## config.mk

```make
export PLATFORM = sky130hd
export DESIGN_NAME = ecp5pll_phase_ctrl
export DESIGN_NICKNAME = d
export VERILOG_FILES = /design/src/rtl/ecp5pll_pkg.sv /design/src/rtl/phase_pos_cnt.sv /design/src/rtl/ecp5pll_phase_ctrl.sv
export SDC_FILE = /design/constraint.sdc
export NUM_CORES = 1
export LEC_CHECK = 0
export ABC_AREA = 1
export BUFFER_PORTS_ARGS = -buffer_cell sky130_fd_sc_hd__buf_4
export CAP_MARGIN = 40
export CORE_UTILIZATION = 45
export CTS_CLUSTER_SIZE = 12
export DETAILED_ROUTE_END_ITERATION = 8
export SLEW_MARGIN = 20
export SYNTH_ARGS = -nofsm -noshare
export SYNTH_HDL_FRONTEND = slang
export SYNTH_SLANG_ARGS = --single-unit
```

## constraint.sdc

```tcl
create_clock -name clk_i -period 2.7 [get_ports clk_i]
set_input_delay 0.54 -clock clk_i [delete_from_list [all_inputs] [get_ports clk_i]]
set_output_delay 0.54 -clock clk_i [all_outputs]
set_load 0.01 [all_outputs]
```

## src/rtl/ecp5pll_pkg.sv

```systemverilog
// Shared types and constants for the ECP5 PLL dynamic phase-adjust controller.
package ecp5pll_pkg;
    localparam int PHASE_POS_W = 10;
    localparam int PLL_NOUT    = 4;

    typedef logic [1:0] phase_ch_t;

    typedef enum logic [2:0] {
        IDLE, LOCKWAIT, SETUP, STEP, GAP, LOAD, DONE
    } phase_state_t;
endpackage

```

## src/rtl/phase_pos_cnt.sv

```systemverilog
// Wrapping up/down phase position counter for one PLL output; clear wins over stepping.
module phase_pos_cnt
    import ecp5pll_pkg::*;
#(
    parameter int WRAP = 40
) (
    input  logic                   i_clk,
    input  logic                   i_rst_n,
    input  logic                   i_up,
    input  logic                   i_dn,
    input  logic                   i_clr,
    output logic [PHASE_POS_W-1:0] o_pos
);
    localparam logic [PHASE_POS_W-1:0] LAST = PHASE_POS_W'(WRAP - 1);

    logic [PHASE_POS_W-1:0] r_pos;

    always_ff @(posedge i_clk or negedge i_rst_n) begin
        if (!i_rst_n)
            r_pos <= '0;
        else if (i_clr)
            r_pos <= '0;
        else if (i_up)
            r_pos <= (r_pos == LAST) ? '0 : r_pos + 1'b1;
        else if (i_dn)
            r_pos <= (r_pos == '0) ? LAST : r_pos - 1'b1;
    end

    assign o_pos = r_pos;
endmodule

```

## src/rtl/ecp5pll_phase_ctrl.sv

```systemverilog
// Sequencer for the ECP5 PLL phase-adjust port: spaced step pulses, lock waits, register loads.
// Optional ECP5PLL_PHASE_POS_EN adds per-channel position counters on pos_o.
module ecp5pll_phase_ctrl
    import ecp5pll_pkg::*;
#(
    parameter int setup_cyc = 2,
    parameter int step_hold = 4,
    parameter int gap_cyc   = 4,
    parameter int pos_wrap  = 40
) (
    input  logic       clk_i,
    input  logic       reset_n,
    input  logic       req_valid,
    output logic       req_ready,
    input  logic       req_load,
    input  logic [1:0] req_sel,
    input  logic       req_dir,
    input  logic [7:0] req_count,
    input  logic       locked,
    output logic [1:0] phasesel,
    output logic       phasedir,
    output logic       phasestep,
    output logic       phaseloadreg,
    output logic       busy,
    output logic       done
`ifdef ECP5PLL_PHASE_POS_EN
    ,output logic [PLL_NOUT*PHASE_POS_W-1:0] pos_o
`endif
);
    localparam logic [15:0] SETUP_LAST = 16'(setup_cyc - 1);
    localparam logic [15:0] STEP_LAST  = 16'(step_hold - 1);
    localparam logic [15:0] GAP_LAST   = 16'(gap_cyc - 1);

    phase_state_t r_state, w_next;
    logic [15:0]  r_tmr;
    logic [7:0]   r_rem;
    phase_ch_t    r_sel;
    logic         r_dir, r_load;
    logic         r_phasestep, r_phaseloadreg, r_busy, r_done;
    logic         w_step_end;

    assign w_step_end = (r_state == STEP) && (r_tmr == STEP_LAST);

    always_comb begin
        w_next = r_state;
        case (r_state)
            IDLE:     if (req_valid) w_next = LOCKWAIT;
            LOCKWAIT: if (locked) begin
                          if (r_load)             w_next = LOAD;
                          else if (r_rem == 8'd0) w_next = DONE;
                          else                    w_next = SETUP;
                      end
            SETUP:    if (r_tmr == SETUP_LAST) w_next = STEP;
            STEP:     if (r_tmr == STEP_LAST)  w_next = GAP;
            // lock is only sampled here so a pulse in flight is never cut short
            GAP:      if (r_tmr == GAP_LAST) begin
                          if (r_rem == 8'd0) w_next = DONE;
                          else if (!locked)  w_next = LOCKWAIT;
                          else               w_next = STEP;
                      end
            LOAD:     if (r_tmr == STEP_LAST) w_next = DONE;
            DONE:     w_next = IDLE;
            default:  w_next = IDLE;
        endcase
    end

    // Outputs are registered from w_next so the PLL pins see clean, glitch-free levels.
    always_ff @(posedge clk_i or negedge reset_n) begin
        if (!reset_n) begin
            r_state        <= IDLE;
            r_tmr          <= '0;
            r_rem          <= '0;
            r_sel          <= '0;
            r_dir          <= 1'b0;
            r_load         <= 1'b0;
            r_phasestep    <= 1'b0;
            r_phaseloadreg <= 1'b0;
            r_busy         <= 1'b0;
            r_done         <= 1'b0;
        end else begin
            r_state        <= w_next;
            r_tmr          <= (w_next != r_state) ? 16'd0 : r_tmr + 16'd1;
            r_phasestep    <= (w_next == STEP);
            r_phaseloadreg <= (w_next == LOAD);
            r_busy         <= (w_next != IDLE);
            r_done         <= (w_next == DONE);
            if (r_state == IDLE && req_valid) begin
                r_sel  <= req_sel;
                r_dir  <= req_dir;
                r_rem  <= req_count;
                r_load <= req_load;
            end else if (w_step_end) begin
                r_rem <= r_rem - 8'd1;
            end
        end
    end

    assign req_ready    = (r_state == IDLE);
    assign phasesel     = r_sel;
    assign phasedir     = r_dir;
    assign phasestep    = r_phasestep;
    assign phaseloadreg = r_phaseloadreg;
    assign busy         = r_busy;
    assign done         = r_done;

`ifdef ECP5PLL_PHASE_POS_EN
    logic w_load_end;
    assign w_load_end = (r_state == LOAD) && (r_tmr == STEP_LAST);

    for (genvar k = 0; k < PLL_NOUT; k++) begin : g_pos
        logic w_hit;
        assign w_hit = (r_sel == phase_ch_t'(k));
        phase_pos_cnt #(.WRAP(pos_wrap)) u_pos (
            .i_clk   (clk_i),
            .i_rst_n (reset_n),
            .i_up    (w_step_end && w_hit && !r_dir),
            .i_dn    (w_step_end && w_hit && r_dir),
            .i_clr   (w_load_end && w_hit),
            .o_pos   (pos_o[k*PHASE_POS_W +: PHASE_POS_W])
        );
    end
`endif
endmodule

```

# --- After elaboration in Yosys (flattened, before gate mapping) ---
# Cells that the tools add are included.
word_totals:
  ff_bits: 35
classes:
  add_sub_neg: 2
  n_eq_ne: 11
  n_mux: 14
  reduce_logical: 6
op_table:
  columns: ["cell", "count"]
  rows:
  - ["$mux W3", 9]
  - ["$pmux W3 S6", 1]
  - ["$add A16 B1 Y16 const B", 1]
  - ["$eq A16 B1 Y1 const B", 1]
  - ["$eq A16 B2 Y1 const B", 1]
  - ["$mux W16", 1]
  - ["$mux W8", 2]
  - ["$eq A3 B3 Y1 const B", 4]
  - ["$eq A3 B2 Y1 const B", 3]
  - ["$logic_not A8 Y1", 1]
  - ["$sub A8 B1 Y8 const B", 1]
  - ["$eq A3 B1 Y1 const B", 1]
  - ["$logic_not A3 Y1", 1]
  - ["$ne A3 B3 Y1", 1]
  - ["$reduce_bool A3 Y1", 1]
  - ["$logic_and A1 B1 Y1", 2]
  - ["$mux W2", 1]
  - ["$reduce_bool A2 Y1", 1]

# --- Depth between registers and ports, before layout ---
# Gate-level depths: netlist of the first run.
logic_depth:
  word_depth: 7
  ltp_mapped: 13

# --- Worst setup path after synthesis of the first run ---
# No wires, ideal clock.
synth_path:
  path_kind: "register to register"
  from: "reg r_rem[0]"
  to: "reg r_tmr[14]"
  arrival_ns: 1.584
  path_slack_ns: 0.992
  stages_incl_launch_ff: 13
  path_buffers: 1
  period_less_slack_ns: 1.708
  path_cell_list: "dfrtp_1 > inv_1 > ha_1 > inv_1 > nor2_2 > nand3_1 > nand3_1 > nand2_1 > nand2_1 > nand2_1 > nand3_2 > buf_4 > nor3_2"
synth_between:
  elab_chain_cells: 7
  elab_cells_between_ends: 9
  classes_between: "eq/ne (1); mux (7); reduce/logical (1)"
synth_rtl:
  columns: ["item", "line_no", "text"]
  rows:
  - ["start, declared", "ecp5pll_phase_ctrl.sv:36", "logic [7:0] r_rem;"]
  - ["start signal, assigned", "ecp5pll_phase_ctrl.sv:90", "r_rem <= req_count;"]
  - ["start signal, assigned", "ecp5pll_phase_ctrl.sv:93", "r_rem <= r_rem - 8'd1;"]
  - ["$logic_not A8 Y1 (*)", "ecp5pll_phase_ctrl.sv:50, ecp5pll_phase_ctrl.sv:57", null]
  - ["$mux W3", "ecp5pll_phase_ctrl.sv:50", "else if (r_rem == 8'd0) w_next = DONE;"]
  - ["$mux W3", "ecp5pll_phase_ctrl.sv:49", "if (r_load) w_next = LOAD;"]
  - ["$mux W3", "ecp5pll_phase_ctrl.sv:48", "LOCKWAIT: if (locked) begin"]
  - ["$pmux W3 S6 (*)", "ecp5pll_phase_ctrl.sv:46", "case (r_state)"]
  - ["$ne A3 B3 Y1 (*)", "ecp5pll_phase_ctrl.sv:82", "r_tmr <= (w_next != r_state) ? 16'd0 : r_tmr + 16'd1;"]
  - ["$mux W16 (*)", "ecp5pll_phase_ctrl.sv:82", null]
  - ["end signal, assigned", "ecp5pll_phase_ctrl.sv:82", null]
  - ["end, declared", "ecp5pll_phase_ctrl.sv:35", "logic [15:0] r_tmr;"]
# Every way passes the cells marked *; elsewhere a longest branch is shown, timed or not.
# A chain may end at the register's enable or synchronous reset.

# --- Worst setup path in the final report of the first run ---
layout_path:
  from: "reg r_rem[0]"
  to: "reg r_tmr[0]"
# Same word-level chain as after synthesis.

==> key figures, run 1 <==
Logic synthesis
  • Sequential area share after synthesis: 41.0%
  • Post-synth ARST share: 100%
  • Post-Synthesis Cells: 255
  • Syn_nets: 274
  • Post-synth EDFFs: 0
  • Yosys reg bits: 35
  • Top post-synthesis cells by area: dfrtp_1 41%, nand2_1 9.7%, inv_1 4.9%
  • Mapped Area: 2130 µm²
  • Commonest cells post-synth: 55 x nand2_1, 35 x dfrtp_1, 28 x inv_1, 20 x nor2_1, 14 x nor3_1
  • Top_reg_cell synth: dfrtp_1
  • Ys Warns: 0
  • Post-synth top area cell: dfrtp_1
  • Netlist cell types: 33
  • Top-count cell post-synth: nand2_1
  • Syn Area/Cell: 8.37 µm²
  • Yosys top cell area share: 41.0%

Clocking
  • Post-CTS Resized: 0
  • Setup Fix Bufs, Post-CTS: 0
  • Clock latency on the worst-skew pair: 0.29 ns
  • CTS hold repair buffers: 0
  • Clk slew on worst S/H paths: 0.07 ns
  • Num CTS Buffers: 5
  • Clk sinks: 35
  • Longest Clk Path Bufs: 2
  • Root Buffer: clkbuf_8
  • Depth of the CTS H-tree: 2
  • CTS tree: built

Timing
  • Setup TNS: 0 ns
  • Final hold vios: 0
  • Fin crit share: 77.0%
  • Slew HR: 70.7%
  • Final Setup Violations: 0
  • Worst hold slack: 0.201 ns
  • Final Max Tran Viols: 0
  • Setup Skew: 0.00873 ns
  • Worst-Margin Slew: 0.439 ns
  • Achievable Freq: 481 MHz
  • Unrepaired setup endpoints after global routing: no
  • Final min period: 2.08 ns

Finish
  • Multi-input logic area: 1110 µm²
  • P&R area growth vs syn: 13.8%
  • Diodes inserted: 0
  • Layout cell share with drive strength beyond 1: 23.5%
  • Layout fillers: 437
  • Layout Utilization: 54.7%
  • Seq. cell area: 876 µm²
  • Fin area: 2430 µm²
  • Layout Cells excl Fill: 333
  • Nets: 300

GRT
  • Initial antenna violation count: 0
  • Largest net degree at the start of global routing: 36
  • First-pass GRT wire length: 7.97 mm
  • Congestion Overflow GR: 0
  • Vias in the first global route: 1809
  • Total GRT Usage: 20.3%

Floorplanning
  • I/O Pins: 24
  • Core Rows: 24
  • Die width: 70.9 µm
  • Die Area: 5020 µm²
  • Chip height: 70.9 µm
  • Initial Utilization: 48.0%
  • Core Area: 4440 µm²

Detailed routing
  • Drt total wl: 4.29 mm
  • Drt first pass iters: 6
  • Drt first-iter violations: 91
  • Routed len/inst: 12.9 µm
  • Vias: 1706
  • Via density: 5.12
  • Number of routed nets with antenna violations: 0
  • DRC viols: 0

Status
  • Outcome: finished, final reports clean

Pwr
  • Ratio of total power to cell area: 878 nW/µm²
  • Peak VDD IR: 0.356 mV
  • Pleak: 1.13 nW

Run
  • Max-cap violation count: 0

Place
  • GP Congestion: 0.873
  • Post-DP Area: 2340 µm²
  • Port Buffer Count: 23
  • Placed wire-length estimate: 3.14 mm
  • Placed Instances: 326

Worst setup path
  • Worst reg2reg setup slack: 0.62 ns
  • Startpoint types: flop
  • Depth of the worst register-to-register path: 10
  • Arr. time, crit path: 2.26 ns
  • Crit-path max FO: 16
  • Reg2reg end: r_tmr[0]$_DFF_PN0_
  • Crit Path Category: flop to flop
  • CP required: 2.88 ns
  • Worst r2r src: r_rem[0]$_DFFE_PN0P_
  • CP endpoint kind: flop

Hold path
  • HP Class: primary input to async pin
## worst max-delay path by stage
| stage | start | endpoint | slack (ns) | cells past startpoint |
|---|---|---|---|---|
| 6_report | r_rem[0]$_DFFE_PN0P_ | r_tmr[0]$_DFF_PN0_ | 0.62 | 10 |
| 5_1_grt | r_rem[0]$_DFFE_PN0P_ | r_tmr[3]$_DFF_PN0_ | 0.32 | 10 |
| 4_1_cts | r_rem[0]$_DFFE_PN0P_ | r_tmr[0]$_DFF_PN0_ | 0.59 | 10 |
| 3_5_place_dp | r_rem[0]$_DFFE_PN0P_ | r_tmr[2]$_DFF_PN0_ | 0.62 | 10 |
| 3_3_place_gp | r_rem[0]$_DFFE_PN0P_ | r_tmr[1]$_DFF_PN0_ | 0.70 | 10 |
| 2_1_floorplan | r_rem[0]$_DFFE_PN0P_ | r_tmr[14]$_DFF_PN0_ | 0.99 | 12 |
## stage by stage
stage / setup WS [ns] / power [mW]
final: 0.622 / 2.13
after CTS: 0.587 / 2.17
after global routing: 0.320 / 2.33
after detailed placement: 0.624 / 1.78
after floorplan: 0.992 / 1.53
after global placement: 0.698 / 1.76
## cell families after synthesis
kind of cell	count (synthesis)	synth area share, %
and+or+nand+nor	145	38.2
adders and majority gates	3	1.76
xor gates and xnor gates	13	5.33
buffers and inverters	34	6.92
AOI/OAI and AO/OA	25	6.80
DFF	35	41.0
## worst max-delay path: stages, from the launching register on
cell     delay, ns
dfrtp_1       0.37
inv_1         0.11
ha_1          0.20
inv_1         0.07
nor2_2        0.16
nand3_1       0.15
nand4_1       0.12
nand2_1       0.06
o21ai_1       0.09
nand3_2       0.38
nor3_1        0.27
## per-layer routing
metal  global-route usage (%)  part of all wire, %  vias up
met5                        0                    0        -
met4                     7.78                  1.0        0
met3                     4.27                  3.6        5
met2                     33.8                   46       31
met1                     26.1                   50      785
li1                         -                    -      885
## layout make-up
class                   instances  area share [%]
multi-input cells             186            45.7
well taps                      52            2.68
clock buffers                   6            3.40
clock inverters                 1           0.206
flip-flops and latches         35            36.0
repair buffers                 24            7.42
inverters                      29            4.53
## cell usage in the layout (no fill, tap or decap), types with 2 or more instances in the layout
master / count
nor2_2: 5
clkbuf_8: 6
dfrtp_1: 35
nand3_1: 11
a21oi_1: 5
xnor2_1: 4
xor2_1: 9
a31oi_1: 2
nor2_1: 20
nor2_4: 3
o211ai_1: 2
nand2_2: 3
nand2_4: 6
nor2_8: 2
nand4_1: 8
inv_1: 28
o21ai_0: 11
clkinv_2: 2
buf_4: 24
nor3_1: 14
nand3_2: 4
nand2_1: 55
nor3_2: 10
nor4_1: 2
ha_1: 3
## state kept, by name (all words and copies together), names as in the netlist
register,count
phasedir,1
r_state,3
done,1
r_rem,8
phaseloadreg,1
r_tmr,16
r_load,1
busy,1
phasesel,2
phasestep,1
## power breakdown
part | total [mW] | switching [mW] | leakage [nW] | internal [mW]
clock | 0.380 | 0.180 | 0.0470 | 0.200
sequential | 0.759 | 0.0994 | 0.460 | 0.659
combinational | 0.995 | 0.672 | 0.627 | 0.323
total | 2.13 | 0.952 | 1.13 | 1.18
Power figures use the tool's default switching activity.
==> run 2, diff against run 1 <==
--- a/config.mk
+++ b/config.mk
@@ -5,12 +5,13 @@
 export SDC_FILE = /design/constraint.sdc
 export NUM_CORES = 1
 export LEC_CHECK = 0
-export ABC_AREA = 1
+export ABC_AREA = 0
 export BUFFER_PORTS_ARGS = -buffer_cell sky130_fd_sc_hd__buf_4
 export CAP_MARGIN = 40
 export CORE_UTILIZATION = 45
 export CTS_CLUSTER_SIZE = 12
 export DETAILED_ROUTE_END_ITERATION = 8
+export PLACE_DENSITY = 0.67
 export SLEW_MARGIN = 20
 export SYNTH_ARGS = -nofsm -noshare
 export SYNTH_HDL_FRONTEND = slang
==> constraint.sdc (replaced) <==
create_clock -name clk_i -period 1.9 [get_ports clk_i]
set_input_delay 0.38 -clock clk_i [delete_from_list [all_inputs] [get_ports clk_i]]
set_output_delay 0.38 -clock clk_i [all_outputs]
set_load 0.01 [all_outputs]
==> run 2 against run 1 <==
  * The run now ends with setup timing left
  * Setup slack worse by 0.66 ns
  * Die area is 7.2% lower
  * Cell area is 7.9% higher
  * Synthesized cell count is 22% lower
  * Maximum frequency is 7.1% higher
  * Via count is 2.5% lower
  * First-iteration DRC count is 38% lower
  * Flip-flop and latch count stayed put
  * Critical path depth is 6 lower
  * Clock skew is 0.0018 ns lower
  * Non-clock buffer count is 33 higher
==> key figures, run 2 <==
GRT
  • Initial antenna violation count: 0
  • Total GRT Usage: 21.2%
  • Largest net degree at the start of global routing: 36
  • Congestion Overflow GR: 0
  • First-pass GRT wire length: 7.20 mm
  • Vias in the first global route: 1558

Detailed routing
  • Drt first-iter violations: 56
  • Vias: 1664
  • Drt total wl: 4.37 mm
  • Routed len/inst: 14.3 µm
  • DRC viols: 0
  • Drt first pass iters: 4
  • Number of routed nets with antenna violations: 0
  • Via density: 5.46

Timing
  • Setup TNS: -0.0412 ns
  • Unrepaired setup endpoints after global routing: yes
  • Fin worst setup slack: -0.0412 ns
  • Final Setup Violations: 1
  • Final min period: 1.94 ns
  • Slew HR: 70.7%
  • Final hold vios: 0
  • Fin crit share: 102%
  • Worst-Margin Slew: 0.440 ns
  • Final Max Tran Viols: 0
  • Achievable Freq: 515 MHz
  • Setup Skew: 0.00689 ns

Worst setup path
  • Crit-path max FO: 2
  • Depth of the worst register-to-register path: 4
  • CP required: 2.09 ns
  • Max incr delay on CP: 0.55 ns
  • Cell chain of the critical path: or4_4 > or4_4 > or3_1 > a31oi_1
  • CP most frequent cell: or4_4
  • Arr. time, crit path: 2.14 ns
  • Worst reg2reg setup slack: -0.04 ns
  • Startpoint types: flop
  • Slowest CP cell: or4_4
  • Crit Path Category: flop to flop
  • CP endpoint kind: flop

Pwr
  • Peak VDD IR: 0.698 mV
  • Pleak: 1.16 nW
  • Ratio of total power to cell area: 1390 nW/µm²

Floorplanning
  • Chip height: 68.3 µm
  • Initial Utilization: 48.0%
  • I/O Pins: 24
  • Core Area: 4120 µm²
  • Die Area: 4660 µm²
  • Die width: 68.3 µm
  • Core Rows: 23

Finish
  • Largest registers: r_tmr (16), r_rem (8), r_state (3)
  • Nets: 273
  • Diodes inserted: 0
  • P&R area growth vs syn: 32.7%
  • Most common cell after layout, fill and taps aside: buf_4
  • Fin area: 2620 µm²
  • Layout cell share with drive strength beyond 1: 40.4%
  • Max FFs per register: 16
  • Biggest register: r_tmr
  • Commonest cells after routing, fill and taps aside: 56 x buf_4, 35 x dfrtp_1, 21 x nand2_1, 18 x nor3_2, 10 x xnor2_1

Place
  • Placed wire-length estimate: 2.99 mm
  • Post-DP Area: 2390 µm²
  • GP Congestion: 0.778
  • Port Buffer Count: 23

Logic synthesis
  • Yosys top cell area share: 44.3%
  • Netlist cell types: 45
  • Post-synth top area cell: dfrtp_1
  • Post-synth EDFFs: 0
  • Post-Synthesis Cells: 199
  • Syn_nets: 218
  • Top_reg_cell synth: dfrtp_1
  • Yosys reg bits: 35
  • Sequential area share after synthesis: 44.3%
  • Syn Area/Cell: 9.93 µm²
  • Post-synth ARST share: 100%
  • Top-count cell post-synth: dfrtp_1
  • Top post-synthesis cells by area: dfrtp_1 44%, nor3_2 5.1%, xnor2_1 4.4%
  • Commonest cells post-synth: 35 x dfrtp_1, 21 x nand2_1, 12 x nor3_1
  • Mapped Area: 1980 µm²
  • Ys Warns: 0

Clocking
  • CTS tree: built
  • Depth of the CTS H-tree: 2
  • Num CTS Buffers: 5
  • Clk slew on worst S/H paths: 0.07 ns
  • Root Buffer: clkbuf_8
  • Clk sinks: 35
  • Longest Clk Path Bufs: 2
  • Clock latency on the worst-skew pair: 0.28 ns

Status
  • Outcome: complete, but fails checks
  • Failing checks: setup timing

Run
  • Max-cap violation count: 0

Hold path
  • HP Class: primary input to async pin
run 2: changes by cell type after synthesis, sizes merged, moves of 4 or more:
| cell | delta |
|---|---|
| nand2 | -43 |
| nor2 | -20 |
| xnor2 | +6 |
| and4 | +4 |
| nor4 | +4 |
| nand3 | -9 |
| inv | -21 |
run 2: worst paths after layout:
check | startpoint | to
max reg2reg | r_rem[2]$_DFFE_PN0P_ | r_rem[7]$_DFFE_PN0P_
max | r_rem[2]$_DFFE_PN0P_ | r_rem[7]$_DFFE_PN0P_
min | reset_n | r_rem[5]$_DFFE_PN0P_
max in group asynchronous | reset_n | busy$_DFF_PN0_
min in group clk_i | req_dir | phasedir$_DFFE_PN0P_
min reg2reg | phasesel[1]$_DFFE_PN0P_ | phasesel[1]$_DFFE_PN0P_
run 2: power breakdown:
| group | internal (mW) | switching [mW] | leakage (nW) |
|---|---|---|---|
| clock | 0.257 | 0.251 | 0.0422 |
| sequential | 0.967 | 0.188 | 0.450 |
| combinational | 0.933 | 1.04 | 0.665 |
run 2: cell families after synthesis:
| group | synth area share (%) |
|---|---|
| AND/OR/NAND/NOR | 31.3 |
| flip-flops | 44.3 |
| AO/OA/AOI/OAI | 8.87 |
| XOR/XNOR | 8.42 |
| buffers and inverters | 4.56 |
| adder cells (fa/ha/maj) | 1.90 |
| multiplexers | 0.570 |
run 2: routing by layer:
layer	GRT usage, %	part of all wire (%)	up-vias
met4	8.59	2.2	0
met1	26.5	45	793
met3	4.50	3.6	10
met5	0	0	-
li1	-	-	821
met2	35.4	49	40
run 2: layout make-up:
| cell class | count | area, µm² |
|---|---|---|
| clock buffers | 7 | 76.3 |
| clock inverters | 1 | 5.00 |
| fillers | 346 | 1490 |
| inverters | 7 | 26.3 |
| multi-input cells | 148 | 1130 |
| flip-flops and latches | 35 | 876 |
| well taps | 50 | 62.6 |
| repair buffers | 57 | 440 |
run 2: critical path: cells and delay by family, from the launching register on:
kind             cells  cell delay [ns]
flip-flops           1             0.38
AND/OR/NAND/NOR      3             1.30
AO/OA/AOI/OAI        1             0.18
run 2: through the flow:
stage                     hold slack (ns)  utilization, %  setup slack, ns  power, mW  std cells
after floorplan                    0.0844               -           -0.138       2.30        199
after global placement              0.356            58.1          -0.0336       2.85        292
after detailed placement            0.359            58.1           -0.111       2.88        292
after CTS                          0.0568            62.6          -0.0114       3.59        304
after global routing               0.0722            63.7          -0.0999       3.89        305
final                              0.0349            63.7          -0.0412       3.63        305
run 2: timing repair:
item | 4_1_cts | 5_1_grt
setup endpoints to repair | 22 | 25
resized for setup | 13 | 8
setup buffers | 3 | 1
pin swaps | 11 | 4
hold buffers | 0 | 0
cloned | 1 | 0
